## config.mk

```make
export PLATFORM = sky130hd
export DESIGN_NAME = sprite_attr_writer
export DESIGN_NICKNAME = d
export VERILOG_FILES = /design/src/rtl/sprite_attr_writer.sv
export SDC_FILE = /design/constraint.sdc
export NUM_CORES = 2
export LEC_CHECK = 0
export ABC_CLOCK_PERIOD_IN_PS = 84400
export CAP_MARGIN = 0
export CORE_ASPECT_RATIO = 0.5
export CORE_MARGIN = 3
export CORE_UTILIZATION = 40
export DETAILED_ROUTE_END_ITERATION = 8
export PLACE_DENSITY = 0.54
export SYNTH_ARGS = -nofsm -noshare
export SYNTH_HDL_FRONTEND = slang
export SYNTH_SLANG_ARGS = --single-unit
```

## constraint.sdc

```tcl
create_clock -name clk -period 84.4 [get_ports clk]
set_input_delay 8.44 -clock clk [delete_from_list [all_inputs] [get_ports clk]]
set_output_delay 8.44 -clock clk [all_outputs]
set_load 0.1 [all_outputs]
```

## src/rtl/sprite_attr_writer.sv

```systemverilog
// Decodes 24-bit host commands into sprite/texture attribute RAM writes.
// A per-sprite shadow bank supplies the untouched bits of each merged word.
module sprite_attr_writer #(
  parameter int         SPR_W     = 5,
  parameter int         TEX_W     = 5,
  parameter int         YS_W      = 4,
  parameter logic [7:0] OP_CLRALL = 8'd36
) (
  input  logic                  clk,
  input  logic                  rst,
  input  logic                  cmd_valid,
  input  logic [23:0]           cmd,
  output logic                  cmd_ready,
  output logic                  wx,
  output logic [TEX_W+YS_W-1:0] waddrx,
  output logic [31:0]           savex,
  output logic                  busy,
  output logic                  rdy
);

  localparam int ADDR_W = TEX_W + YS_W;
  localparam int SH_W   = SPR_W + 1;
  localparam int SH_N   = 2 ** SH_W;

  localparam logic [7:0] OP_TEXSEL = 8'd18;
  localparam logic [7:0] OP_YSEL   = 8'd19;
  localparam logic [7:0] OP_TEXLO  = 8'd20;
  localparam logic [7:0] OP_TEXHI  = 8'd21;
  localparam logic [7:0] OP_SPRSEL = 8'd22;
  localparam logic [7:0] OP_POSX   = 8'd23;
  localparam logic [7:0] OP_POSY   = 8'd24;
  localparam logic [7:0] OP_SCLX   = 8'd25;
  localparam logic [7:0] OP_SCLY   = 8'd26;
  localparam logic [7:0] OP_SWPX   = 8'd27;
  localparam logic [7:0] OP_SWPY   = 8'd28;
  localparam logic [7:0] OP_W0CLR  = 8'd29;
  localparam logic [7:0] OP_TEX    = 8'd30;
  localparam logic [7:0] OP_COL1   = 8'd31;
  localparam logic [7:0] OP_COL2   = 8'd32;
  localparam logic [7:0] OP_COL3   = 8'd33;
  localparam logic [7:0] OP_COL4   = 8'd34;
  localparam logic [7:0] OP_W1CLR  = 8'd35;
  localparam logic [7:0] OP_CLM    = 8'd249;

  if (SPR_W + 1 > ADDR_W - 2) begin : g_illegal
    $error("sprite_attr_writer: SPR_W+1 must not exceed TEX_W+YS_W-2");
  end

  typedef enum logic [1:0] {IDLE, CLEAR, DONE} state_t;

  state_t              state_q, state_d;
  logic [ADDR_W-1:0]   cnt_q, cnt_d;
  logic [ADDR_W-1:0]   waddr_q, waddr_d;
  logic                wx_q, wx_d;
  logic [31:0]         savex_q, savex_d;
  logic [TEX_W-1:0]    texnum_q, texnum_d;
  logic [YS_W-1:0]     ysline_q, ysline_d;
  logic [15:0]         texlo_q, texlo_d;
  logic [SPR_W-1:0]    sprnum_q, sprnum_d;
  logic [31:0]         shadow_q [SH_N];

  logic                shWe, shClrAll;
  logic [SH_W-1:0]     shAddr;
  logic [31:0]         shData;

  logic [7:0]          op;
  logic [15:0]         arg;
  logic                isSpr, wordSel;
  logic [31:0]         fMask, fVal, merged;
  logic [SH_W-1:0]     spAddr;
  logic [ADDR_W-1:0]   clmAddr;
  logic                clmInSpr;

  assign op       = cmd[23:16];
  assign arg      = cmd[15:0];
  assign spAddr   = {sprnum_q, wordSel};
  assign merged   = (shadow_q[spAddr] & ~fMask) | (fVal & fMask);
  assign clmAddr  = cmd[ADDR_W-1:0];
  assign clmInSpr = (clmAddr[ADDR_W-1:SH_W] == '0);

  // Field position and word select of every sprite opcode.
  always_comb begin
    isSpr   = 1'b1;
    wordSel = 1'b0;
    fMask   = '0;
    fVal    = '0;
    case (op)
      OP_POSX:  begin fMask = 32'hFF80_0000; fVal = {arg[8:0], 23'b0}; end
      OP_POSY:  begin fMask = 32'h007F_8000; fVal = {9'b0, arg[7:0], 15'b0}; end
      OP_SCLX:  begin fMask = 32'h0000_7800; fVal = {17'b0, arg[3:0], 11'b0}; end
      OP_SCLY:  begin fMask = 32'h0000_0780; fVal = {21'b0, arg[3:0], 7'b0}; end
      OP_SWPX:  begin fMask = 32'h0000_0040; fVal = {25'b0, arg[0], 6'b0}; end
      OP_SWPY:  begin fMask = 32'h0000_0020; fVal = {26'b0, arg[0], 5'b0}; end
      OP_W0CLR: begin fMask = '1; end
      OP_TEX:   begin wordSel = 1'b1; fMask = 32'hFC00_0000; fVal = {1'b0, arg[4:0], 26'b0}; end
      OP_COL1:  begin wordSel = 1'b1; fMask = 32'h03E0_0000; fVal = {6'b0, arg[4:0], 21'b0}; end
      OP_COL2:  begin wordSel = 1'b1; fMask = 32'h001F_0000; fVal = {11'b0, arg[4:0], 16'b0}; end
      OP_COL3:  begin wordSel = 1'b1; fMask = 32'h0000_F800; fVal = {16'b0, arg[4:0], 11'b0}; end
      OP_COL4:  begin wordSel = 1'b1; fMask = 32'h0000_07C0; fVal = {21'b0, arg[4:0], 6'b0}; end
      OP_W1CLR: begin wordSel = 1'b1; fMask = '1; end
      default:  isSpr = 1'b0;
    endcase
  end

  // cnt_q holds the address currently on the write port while clearing.
  always_comb begin
    state_d  = state_q;
    cnt_d    = cnt_q;
    texnum_d = texnum_q;
    ysline_d = ysline_q;
    texlo_d  = texlo_q;
    sprnum_d = sprnum_q;
    wx_d     = 1'b0;
    waddr_d  = waddr_q;
    savex_d  = '0;
    shWe     = 1'b0;
    shClrAll = 1'b0;
    shAddr   = spAddr;
    shData   = merged;
    case (state_q)
      IDLE: begin
        if (cmd_valid) begin
          if (op == OP_CLRALL) begin
            shClrAll = 1'b1;
            cnt_d    = '0;
            wx_d     = 1'b1;
            waddr_d  = '0;
            state_d  = CLEAR;
          end else if (isSpr) begin
            wx_d    = 1'b1;
            waddr_d = ADDR_W'(spAddr);
            savex_d = merged;
            shWe    = 1'b1;
          end else begin
            case (op)
              OP_TEXSEL: if (arg[TEX_W-1:TEX_W-2] != '0) texnum_d = arg[TEX_W-1:0];
              OP_YSEL:   ysline_d = arg[YS_W-1:0];
              OP_TEXLO:  texlo_d = arg;
              OP_TEXHI: begin
                wx_d    = 1'b1;
                waddr_d = {texnum_q, ysline_q};
                savex_d = {texlo_q, arg};
              end
              OP_SPRSEL: sprnum_d = arg[SPR_W-1:0];
              OP_CLM: begin
                wx_d    = 1'b1;
                waddr_d = clmAddr;
                if (clmInSpr) begin
                  shWe   = 1'b1;
                  shAddr = clmAddr[SH_W-1:0];
                  shData = '0;
                end
              end
              default: ;
            endcase
          end
        end
      end
      CLEAR: begin
        if (cnt_q == '1) begin
          state_d = DONE;
        end else begin
          cnt_d   = cnt_q + ADDR_W'(1);
          wx_d    = 1'b1;
          waddr_d = cnt_q + ADDR_W'(1);
        end
      end
      DONE:    state_d = IDLE;
      default: state_d = IDLE;
    endcase
  end

  always_ff @(posedge clk or posedge rst) begin
    if (rst) begin
      state_q  <= IDLE;
      cnt_q    <= '0;
      waddr_q  <= '0;
      wx_q     <= 1'b0;
      savex_q  <= '0;
      texnum_q <= '0;
      ysline_q <= '0;
      texlo_q  <= '0;
      sprnum_q <= '0;
    end else begin
      state_q  <= state_d;
      cnt_q    <= cnt_d;
      waddr_q  <= waddr_d;
      wx_q     <= wx_d;
      savex_q  <= savex_d;
      texnum_q <= texnum_d;
      ysline_q <= ysline_d;
      texlo_q  <= texlo_d;
      sprnum_q <= sprnum_d;
    end
  end

  always_ff @(posedge clk or posedge rst) begin
    if (rst) begin
      for (int i = 0; i < SH_N; i++) shadow_q[i] <= '0;
    end else if (shClrAll) begin
      for (int i = 0; i < SH_N; i++) shadow_q[i] <= '0;
    end else if (shWe) begin
      shadow_q[shAddr] <= shData;
    end
  end

  assign wx        = wx_q;
  assign waddrx    = waddr_q;
  assign savex     = savex_q;
  assign cmd_ready = (state_q == IDLE);
  assign busy      = (state_q == CLEAR);
  assign rdy       = (state_q == DONE);

endmodule

```

After elaboration in Yosys (flattened, before gate mapping)
Cells that the tools add are included.

operators by class
  order comparisons = 3
  muxes and demuxes = 57
  bitwise logic cells = 8
  eq/ne operators = 28
  reduce and logical (&&, ||, !) cells = 17
  $add $sub $neg = 1

operators with widths
  operator             number
  $mux 2048            2
  $bwmux 2048          1
  $mux 32              14
  $pmux 32 s12         1
  $pmux 32 s11         1
  $bmux 32 s6          1
  $demux 32 s6         1
  $eq 8x5->1 const B   14
  $and 32x32->32       2
  $mux 9               6
  $pmux 9 s2           3
  $eq 8x6->1 const B   5
  $mux 6               6
  $not 32->32          1
  $or 32x32->32        1
  $mux 1               16
  $reduce_and 5->1     3
  $ge 7x7->1 const B   2
  $not 6->7            2
  $reduce_or 13->1     1
  $add 9x1->9 const B  1
  $eq 9x9->1 const B   1
  $eq 8x8->1 const B   1
  $reduce_and 4->1     2
  18 further kinds     26

word-level totals
  bits of input ports = 27
  register bits = 2131

Longest topological paths before layout
  depth after elaboration = 18
  mapped depth = 19
  mapped depth without buffers = 9

Worst setup path after synthesis
Ideal clock, no wire load.

  kind = input-to-reg
  from = input port cmd[19]
  to = register shadow_q[1052] (netlist name)
  required time = 84267 ps
  arrival = 11583 ps
  setup slack = 72684 ps
  stages on the path = 12
  setup time = 133 ps
  path through = buf_6 > or3b_1 > o22ai_2 > buf_4 > buf_2 > buf_2 > mux4_2 > mux2i_1 > o22ai_1 > nor4_1 > clkbuf_1 > o21ai_0

between the ends
  cells in the longest elaborated chain, start to end = 18
  elaborated cells between the ends (all ways) = 60

ends and longest elaborated chain
  item                                             RTL line  text
  start: declaration                               12        input logic [23:0] cmd,
  $eq 8x6->1 / $eq 8x5->1 (equally long branches)  87        case (op)
  $reduce_or 6->1 (no source line)                 -
  $mux 1                                           87
  $not 6->7 (implied by the code)                  77        assign merged = (shadow_q[spAddr] & ~fMask) | (fVal & fMask);
  $bmux 32 s6                                      77
  $mux 32 (implied by the code) (2 in series)      77
  $and 32x32->32                                   77
  $or 32x32->32                                    77
  $mux 32                                          148       if (clmInSpr) begin
  $mux 32                                          135       case (op)
  $mux 32                                          129       end else if (isSpr) begin
  $mux 32                                          123       if (op == OP_CLRALL) begin
  $mux 32                                          122       if (cmd_valid) begin
  $mux 32                                          120       case (state_q)
  $bwmux 2048                                      203       shadow_q[shAddr] <= shData;
  $mux 2048                                        202       end else if (shWe) begin
  $mux 2048                                        200       end else if (shClrAll) begin
  end signal: indexed assignment                   203
  end: declaration                                 60        logic [31:0] shadow_q [SH_N];

Several ways; a longest one is shown, not always the timed one. The select of a mux whose other input is x is not followed.
A chain may end at the register's enable or synchronous reset.

Worst setup path in the final report
  from = input port cmd[19]
  to = register shadow_q[273] (netlist name)

Same word-level chain as after synthesis.

==> results.sh <==
export IMPL_p_leak_nw=45.8
export IMPL_grt_start_max_net_pins=175
export IMPL_status="finished with violations"
export IMPL_synth_area_leader_cell="dfrtp_1"
export IMPL_crit_chain="clkdlybuf4s50_1, buf_4, or3b_4, o22ai_4, buf_4, buf_12, buf_4, mux4_2, a22oi_1, nand2_1, a21oi_1, and4b_2, buf_4, o21ai_0"
export IMPL_power_density_nw_per_um2=21.1
export IMPL_synth_seq_cells=2131
export IMPL_maxCapViolations=2
export IMPL_syn2layout_area_growth_pct=11.3
export IMPL_grt_overflow=0
export IMPL_synthesis_nets=9896
export IMPL_numCtsBuffers=206
export IMPL_cp_required_ns=85.12
export IMPL_ir_worst_vdd_v=0.0000155
export IMPL_rows=127
export IMPL_synth_top_area_share_pct=54.9
export IMPL_finalWirelength_um=438000
export IMPL_startpoint_type="input port"
export IMPL_crit_path_top_delay_cell="a21oi_1"
export IMPL_synthFlopType="dfrtp_1"
export IMPL_die_area_um2=249000
export IMPL_violations="capacitance limit, slew limit"
export IMPL_cts_root_buffer="clkbuf_16"
export IMPL_viasPerCell=6.41
export IMPL_crit_type="in -> reg"
export IMPL_synth_cell_types=100
export IMPL_syn_cell_area_um2=97100
export IMPL_synth_edf_count=0
export IMPL_hold_path_class="reg -> reg"
export IMPL_critPathCaptureType="register"
export IMPL_clk_pin_slew_ns=0.07
export IMPL_maxSlewHeadroom_pct=-16.3
export IMPL_avgSynthCellArea_um2=9.84
export IMPL_total_power_mw=2.28
export IMPL_htreeDepth=4
export IMPL_critPathMaxStageDelay_ns=1.00
export IMPL_worst_r2r_path_depth=12
export IMPL_grt_pass1_wl_um=619000
export IMPL_cts_buffer_depth=4
export IMPL_die_x_um=703
export IMPL_worst_pin_slew_ns=1.75
export IMPL_rsz0062_at_grt="false"
export IMPL_synthCells=9867
export IMPL_initial_utilization_pct=40.4
export IMPL_core_area_um2=241000
export IMPL_cp_num_buf_inv=6
export IMPL_crit_fanout=103
export IMPL_die_h_um=354
export IMPL_drt_iter0_markers=11900
export IMPL_track_usage_pct=34.6
export IMPL_critPathTopFamily="buffers and inverters"
export IMPL_antenna_found_initial=41
export IMPL_drt_first_pass_iters=9
export IMPL_drv_slew=4
export IMPL_fin_crit_sh_pct=17.9
export IMPL_port_buffers=71
export IMPL_routedWlPerCell_um=33.8
export IMPL_dpl_hpwl_um=260000
export IMPL_finalNonFillerCells=13000
export IMPL_crit_cells=14
export IMPL_yosys_top_cells_area="dfrtp_1, nand2_1, o21ai_0"
export IMPL_fin_tns_setup_ns=0
export IMPL_cts_hold_buf=0
export IMPL_critPathMostFrequentCell="buf_4"
export IMPL_cts_tree="yes"
export IMPL_async_flop_share_pct=100
export IMPL_drc_errors=0
export IMPL_period_minus_slack_ns=15.11
export IMPL_skew_ns=0.0654
export IMPL_yosys_warnings=0
export IMPL_clock_sinks=2131
export IMPL_final_nets=9562
export IMPL_ioPinCount=72
export IMPL_fmax_mhz=66.2
export IMPL_place_congestion=1.06
export IMPL_setup_viol=0
export IMPL_cts_resized=0
export IMPL_utilization_pct=44.9
export IMPL_min_path_cells=2
export IMPL_arrival_ns=15.83
export IMPL_ys_seq_area_share_pct=54.9
export IMPL_grt_pass1_vias=79600
export IMPL_drive_above_1_share_pct=11.6
export IMPL_placed_cells=12500
export IMPL_post_cts_setup_buffers=0
export IMPL_num_vias=83200
export IMPL_antenna_left=0
export IMPL_clock_latency_ns=0.92
export IMPL_hold_viol=0
==> synthesized netlist by cell type (26+ instances only) <==
master / number
nand2_1: 2611
dfrtp_1: 2131
o21ai_0: 1954
clkbuf_1: 668
mux2i_1: 279
nor2_1: 245
mux4_2: 234
buf_2: 147
a22o_1: 125
nand3_1: 114
a32oi_1: 79
a21oi_1: 77
a22oi_1: 74
o31ai_1: 71
o211ai_1: 70
inv_1: 59
nor3_1: 59
o221ai_1: 52
a32o_1: 47
nor4_1: 47
a31oi_1: 45
nand4_1: 45
o22ai_1: 43
buf_4: 41
buf_6: 38
mux2_2: 36
a211oi_1: 34
a221o_1: 34
nand2b_1: 26
o221a_2: 26
==> path summary, 6_finish.rpt <==
check | start | end | slack [ns]
worst max register to register | sprnum_q[0] | shadow_q[273] | 77.64
max in group asynchronous | rst | shadow_q[183] | 69.96
worst max-delay path | cmd[19] | shadow_q[273] | 69.29
min in group asynchronous | rst | shadow_q[1278] | 8.11
worst min-delay path | shadow_q[1012] | shadow_q[1012] | 0.48
worst min register to register | shadow_q[1012] | shadow_q[1012] | 0.48
==> power by group <==
group | internal (mW) | total, mW | switching (mW)
Clock | 0.575 | 1.01 | 0.432
Sequential | 1.03 | 1.03 | 0.00540
Combinational | 0.0391 | 0.240 | 0.201
==> cells by family (layout without fill, tap and decap cells) <==
family / Yosys count / in the layout / synth area share (%)
simple gates: 3282 / 3282 / 13.7
compound gates: 2906 / 2906 / 18.1
flops: 2131 / 2131 / 54.9
buf+inv: 990 / 818 / 4.50
mux: 549 / 549 / 8.72
xor+xnor: 7 / 7 / 0.0631
fa+ha+maj: 2 / 2 / 0.0258
other cells: 0 / 62 / 0
==> placed cells by master, fill, tap and decap left out, types with 52 or more instances in the layout <==
cell	instances
o31ai_1	68
nor3_1	55
mux4_2	234
nand2_1	2561
o221ai_1	52
buf_4	307
inv_1	56
a22oi_1	74
clkdlybuf4s50_1	71
nand2_2	52
o211ai_1	70
a32oi_1	79
a21oi_1	77
a22o_1	125
nand3_1	114
mux2i_1	273
dfrtp_1	2126
diode_2	62
o21ai_0	1954
nor2_1	232
clkbuf_16	209
==> registers in the layout, summed over array words and instances (netlist names) <==
name,cells
state_q,2
ysline_q,4
texnum_q,5
cnt_q,9
texlo_q,16
waddrx,9
wx,1
savex,32
sprnum_q,5
shadow_q,2048
==> stage by stage <==
step           instance area (um^2)  worst slack [ns]  hold slack, ns
6_report                     108000             69.29           0.475
5_1_grt                      108000             69.12           0.495
4_1_cts                      108000             69.74           0.479
3_5_place_dp                 101000             68.85           0.465
3_3_place_gp                 101000             68.90           0.456
2_1_floorplan                 97100             15.76           0.442
==> metal layers <==
metal  part of all wire, %  vias up  global-route usage, %
met2                    41     5125                   47.9
met3                    13     1228                   13.3
met5                 0.087        -                      0
met1                    40    42800                   46.7
li1                      -    34000                      -
met4                   6.5       12                   18.6
==> area by class of cell <==
cell class | instances | area, um^2
clock buffer | 288 | 6000
tap | 3225 | 4040
clock inverter | 82 | 1140
multi-input combinational | 6746 | 40000
fill | 23300 | 132000
inverter | 60 | 238
sequential | 2131 | 53300
antenna | 62 | 155
timing repair buffer | 388 | 3190
==> tightest hold or removal path, cell delays in order, from the launching register on <==
cell and delay, ns:
dfrtp_1 0.34, nand2_1 0.04, o21ai_0 0.06
(Power assumes the default switching activity.)
